`src/rtl/ppu_frame_sequencer.sv`:
```
// PPU raster timing: dot/scanline counters, phase register, vblank flag,
// prerender restart pulse and registered active-low NMI request.
module ppu_frame_sequencer #(
    parameter int unsigned DOTS_PER_LINE   = 341,
    parameter int unsigned LINES_PER_FRAME = 262,
    parameter int unsigned VBLANK_LINE     = 241,
    parameter int unsigned PRERENDER_LINE  = 261
) (
    input  logic       clk,
    input  logic       rst,
    input  logic       dot_ce,
    input  logic       render_en,
    input  logic       nmi_en,
    input  logic       rd_2002,
    output logic [8:0] dot,
    output logic [8:0] scanline,
    output logic       frame_odd,
    output logic [1:0] phase,
    output logic       vblank,
    output logic       ppu_restart,
    output logic       nmi_n,
    output logic       render_active
);

    localparam logic [8:0] LAST_DOT  = 9'(DOTS_PER_LINE - 1);
    localparam logic [8:0] SKIP_DOT  = 9'(DOTS_PER_LINE - 2);
    localparam logic [8:0] LAST_LINE = 9'(LINES_PER_FRAME - 1);
    localparam logic [8:0] POST_LINE = 9'(VBLANK_LINE - 1);
    localparam logic [8:0] VBL_LINE  = 9'(VBLANK_LINE);
    localparam logic [8:0] PRE_LINE  = 9'(PRERENDER_LINE);

    localparam logic [1:0] PH_RENDER     = 2'd0;
    localparam logic [1:0] PH_POSTRENDER = 2'd1;
    localparam logic [1:0] PH_VBLANK     = 2'd2;
    localparam logic [1:0] PH_PRERENDER  = 2'd3;

    logic [8:0] dot_q, dot_d;
    logic [8:0] scanline_q, scanline_d;
    logic       frame_odd_q, frame_odd_d;
    logic [1:0] phase_q, phase_d;
    logic       vblank_q, vblank_d;
    logic       ppu_restart_q, ppu_restart_d;
    logic       nmi_n_q, nmi_n_d;

    logic skip_dot, line_end, frame_end, set_pending, restart_event;

    function automatic logic [1:0] phase_of(input logic [8:0] line);
        if (line == PRE_LINE)       return PH_PRERENDER;
        else if (line >= VBL_LINE)  return PH_VBLANK;
        else if (line == POST_LINE) return PH_POSTRENDER;
        else                        return PH_RENDER;
    endfunction

    always_comb begin
        // NOTE: every signal gets a default first so no path leaves it unassigned (no latch).
        dot_d       = dot_q;
        scanline_d  = scanline_q;
        frame_odd_d = frame_odd_q;
        phase_d     = phase_q;

        // Odd frames with rendering on drop the last dot of the prerender line.
        skip_dot  = frame_odd_q && render_en && (scanline_q == PRE_LINE) && (dot_q == SKIP_DOT);
        line_end  = (dot_q == LAST_DOT) || skip_dot;
        frame_end = skip_dot || ((dot_q == LAST_DOT) && (scanline_q == LAST_LINE));

        if (dot_ce) begin
            if (line_end) begin
                dot_d       = '0;
                scanline_d  = frame_end ? '0 : scanline_q + 9'd1;
                frame_odd_d = frame_odd_q ^ frame_end;
                phase_d     = phase_of(scanline_d);
            end else begin
                dot_d = dot_q + 9'd1;
            end
        end

        // Both events fire on the edge that moves the counters onto dot 1 of their line.
        set_pending   = dot_ce && (scanline_q == VBL_LINE) && (dot_q == 9'd0);
        restart_event = dot_ce && (scanline_q == PRE_LINE) && (dot_q == 9'd0);

        vblank_d = vblank_q;
        if (set_pending && !rd_2002)
            vblank_d = 1'b1;
        if (restart_event || rd_2002)
            vblank_d = 1'b0;

        ppu_restart_d = restart_event;
        nmi_n_d       = ~(vblank_q & nmi_en);
    end

    always_ff @(posedge clk) begin
        if (rst) begin
            // NOTE: state registers use non-blocking assignments so all flops update together.
            dot_q         <= '0;
            scanline_q    <= '0;
            frame_odd_q   <= 1'b0;
            phase_q       <= PH_RENDER;
            vblank_q      <= 1'b0;
            ppu_restart_q <= 1'b0;
            nmi_n_q       <= 1'b1;
        end else begin
            dot_q         <= dot_d;
            scanline_q    <= scanline_d;
            frame_odd_q   <= frame_odd_d;
            phase_q       <= phase_d;
            vblank_q      <= vblank_d;
            ppu_restart_q <= ppu_restart_d;
            nmi_n_q       <= nmi_n_d;
        end
    end

    assign dot           = dot_q;
    assign scanline      = scanline_q;
    assign frame_odd     = frame_odd_q;
    assign phase         = phase_q;
    assign vblank        = vblank_q;
    assign ppu_restart   = ppu_restart_q;
    assign nmi_n         = nmi_n_q;
    assign render_active = render_en && ((phase_q == PH_RENDER) || (phase_q == PH_PRERENDER));

endmodule

```
`config.mk`:
```
export PLATFORM = sky130hd
export DESIGN_NAME = ppu_frame_sequencer
export DESIGN_NICKNAME = d
export VERILOG_FILES = /design/src/rtl/ppu_frame_sequencer.sv
export SDC_FILE = /design/constraint.sdc
export NUM_CORES = 1
export LEC_CHECK = 0
export CAP_MARGIN = 25
export CORE_MARGIN = 3
export CORE_UTILIZATION = 24
export CTS_CLUSTER_SIZE = 14
export DETAILED_ROUTE_END_ITERATION = 6
export HOLD_SLACK_MARGIN = 0.12
export SYNTH_ARGS = -nofsm -noshare
export SYNTH_HDL_FRONTEND = slang
export SYNTH_SLANG_ARGS = --single-unit
```
`constraint.sdc`:
```
create_clock -name clk -period 5.7 [get_ports clk]
set_input_delay 0.855 -clock clk [delete_from_list [all_inputs] [get_ports clk]]
set_output_delay 0.855 -clock clk [all_outputs]
set_load 0.02 [all_outputs]
```
==> flow_metrics.tcl <==
set metrics [dict create \
    pwr-share-seq 0.497 \
    clockBufferDepth 2 \
    wirelength_mm 3.592 \
    drt-pass1-iter-count 4 \
    crit_type "input pin to output port" \
    routed_via_density 5.000 \
    place.gp.congestion 0.8380 \
    num_rows 27 \
    synth-seq-area-share 0.3368 \
    dp.cells 262 \
    grt_setup_unrepaired "no" \
    netSwitchingFraction 0.2083 \
    end_kind "output port" \
    post-route-util 0.3247 \
    io_pins 31 \
    ir_drop_v 0.00007044 \
    cts_resized 0 \
    overflow 0 \
    clk_pin_slew_ns 0.09 \
    clock-sinks 24 \
    cts_tree "built" \
    status "finished clean" \
    synth_most_common_cell "dfxtp_1" \
    power_density_mw_per_mm2 188.9 \
    syn-num-nets 182 \
    cts_root_buf "clkbuf_8" \
    drtIter0Drc 120 \
    synth-main-ff-cell "dfxtp_1" \
    cp_max_fo 2 \
    synthTopCellsByCount "24 x dfxtp_1, 18 x nor2_1, 13 x nand2_1" \
    finalHoldViolCount 0 \
    tightest_slew_ns 0.6207 \
    yosysWarningCount 0 \
    grt_first_pass_wirelength_mm 6.085 \
    place_area_sq_mm 0.001760 \
    clock_latency_ns 0.27 \
    yosys-top-cells-area "dfxtp_1 34%, xor2_1 6.8%, nor2_1 4.7%, a21oi_1 3.5%, ha_1 3.5%" \
    worstPathCellList "clkdlybuf4s50_1 -> and2_1 -> clkdlybuf4s50_1" \
    hold_path_class "flop to flop" \
    stdcell_count 266 \
    finalSetupViolCount 0 \
    antenna_found_initial 0 \
    ys_async_sr_fraction 0 \
    start_kind "input pin" \
    fin_crit_ns 2.936 \
    synth_top_cell_by_area "dfxtp_1" \
    drv_cap 0 \
    syn_avg_cell_area_sq_um 8.293 \
    fin_worst_skew_ns 0.003249 \
    clkPwrFrac 0.439 \
    fin_crit_sh 0.5152 \
    ant_nets 0 \
    synth_area_sq_mm 0.001426 \
    grt_max_degree 19 \
    slew_headroom 0.5849 \
    p_total_uw 346.1 \
    layout.nets 205 \
    core-area_sq_mm 0.005642 \
    max_freq_mhz 340.6 \
    num_vias 1330 \
    intPower_uw 274.0 \
    initial_core_util 0.2528 \
    synth_top_cell_area_share 0.3368 \
    critPathSlowestCell "clkdlybuf4s50_1" \
    dieArea_sq_mm 0.006904 \
    die_h_microns 83.09 \
    place_ws_ns 2.540 \
    finalWorstSetupSlack_ns 2.764 \
    drv_slew 0 \
    synth-seq-cells 24 \
    wire_per_inst_microns 13.50 \
    cp.arrival_ns 2.08 \
    track_usage 0.1031 \
    holdBufCountCts 0 \
    ys_types 48 \
    layout-drive-gt1-share 0.05155 \
    numCtsBuffers 3 \
    p_comb_frac 0.064 \
    diodes 0 \
    leakage_nw 0.5839 \
    cpMostUsedCell "clkdlybuf4s50_1" \
    synth-edff-count 0 \
    grt_pass1_vias 1259 \
    p_switching_uw 72.08 \
    synth_cells 172 \
    hpwl_mm 2.592 \
    cts-htree-levels 1 \
    fin_tns_setup_ns 0 \
    die_w_microns 83.09 \
    whs_ns 0.4406 \
    area_growth_pct 28.42 \
    portBuffers 30 \
    slowest_delay_ns 0.60 \
    drc 0 \
    cts_setup_buffers 0 \
    fin_area_sq_mm 0.001832 \
    required_ns 4.85 \
]
[final cells by class]
class	count	area (sq um)
well taps	72	90.09
flip-flops and latches	24	480.5
fillers	609	3810
inverters	5	18.77
clock inverters	1	30.03
repair buffers	31	304.0
clock buffers	3	41.29
multi-input cells	130	867.1
[cell usage in the layout (no fill, tap or decap), types with 5 or more instances in the layout]
cell and instances:
xor2_1 11, nand4_1 8, nand3_1 5, nor2_1 18
inv_1 5, dfxtp_1 24, clkdlybuf4s50_1 30, nand2_1 13
a21oi_1 10
[critical path: cells and delay by family]
kind                   cells  cell delay (ns)
buffers and inverters      2             1.10
AND/OR/NAND/NOR            1             0.13
[logic make-up (layout without fill, tap and decap cells)]
| group | count (synthesis) | after routing | synth area share |
|---|---|---|---|
| and+or+nand+nor | 78 | 78 | 0.3237 |
| AOI/OAI and AO/OA | 33 | 33 | 0.1561 |
| DFF | 24 | 24 | 0.3368 |
| buffers and inverters | 18 | 40 | 0.05526 |
| xor gates and xnor gates | 14 | 14 | 0.08597 |
| adders and majority gates | 4 | 4 | 0.03509 |
| muxes | 1 | 1 | 0.007018 |
[per-layer routing]
metal / track usage / wire length, microns / up-vias
met1: 0.1448 / 1824 / 630
met4: 0.03566 / 43 / 0
met2: 0.1625 / 1607 / 22
met5: 0 / 0 / -
met3: 0.01190 / 117 / 4
li1: - / - / 674
[power groups by stage]
stage                     Combinational (mW)  Sequential, mW  Clock (mW)
after floorplan                       0.0114           0.177           0
after global placement                0.0222           0.176           0
after detailed placement              0.0224           0.176           0
after CTS                             0.0226           0.172       0.155
after global routing                  0.0245           0.172       0.160
final                                 0.0222           0.172       0.152
[state kept, by name, indices dropped and copies added (netlist names)]
register,flops
ppu_restart,1
nmi_n,1
phase,2
frame_odd,1
dot,9
scanline,9
vblank,1
[worst paths after layout]
kind	slack (ns)	endpoint	depth (start not counted)	from
worst max-delay path	2.76	render_active	3	render_en
worst min-delay path	0.44	nmi_n$_SDFF_PP1_	1	vblank$_SDFFE_PP0P_
worst max register to register	3.30	scanline[7]$_SDFFE_PP0P_	6	scanline[0]$_SDFFE_PP0P_
worst min register to register	0.44	nmi_n$_SDFF_PP1_	1	vblank$_SDFFE_PP0P_
(Power assumes the default switching activity.)
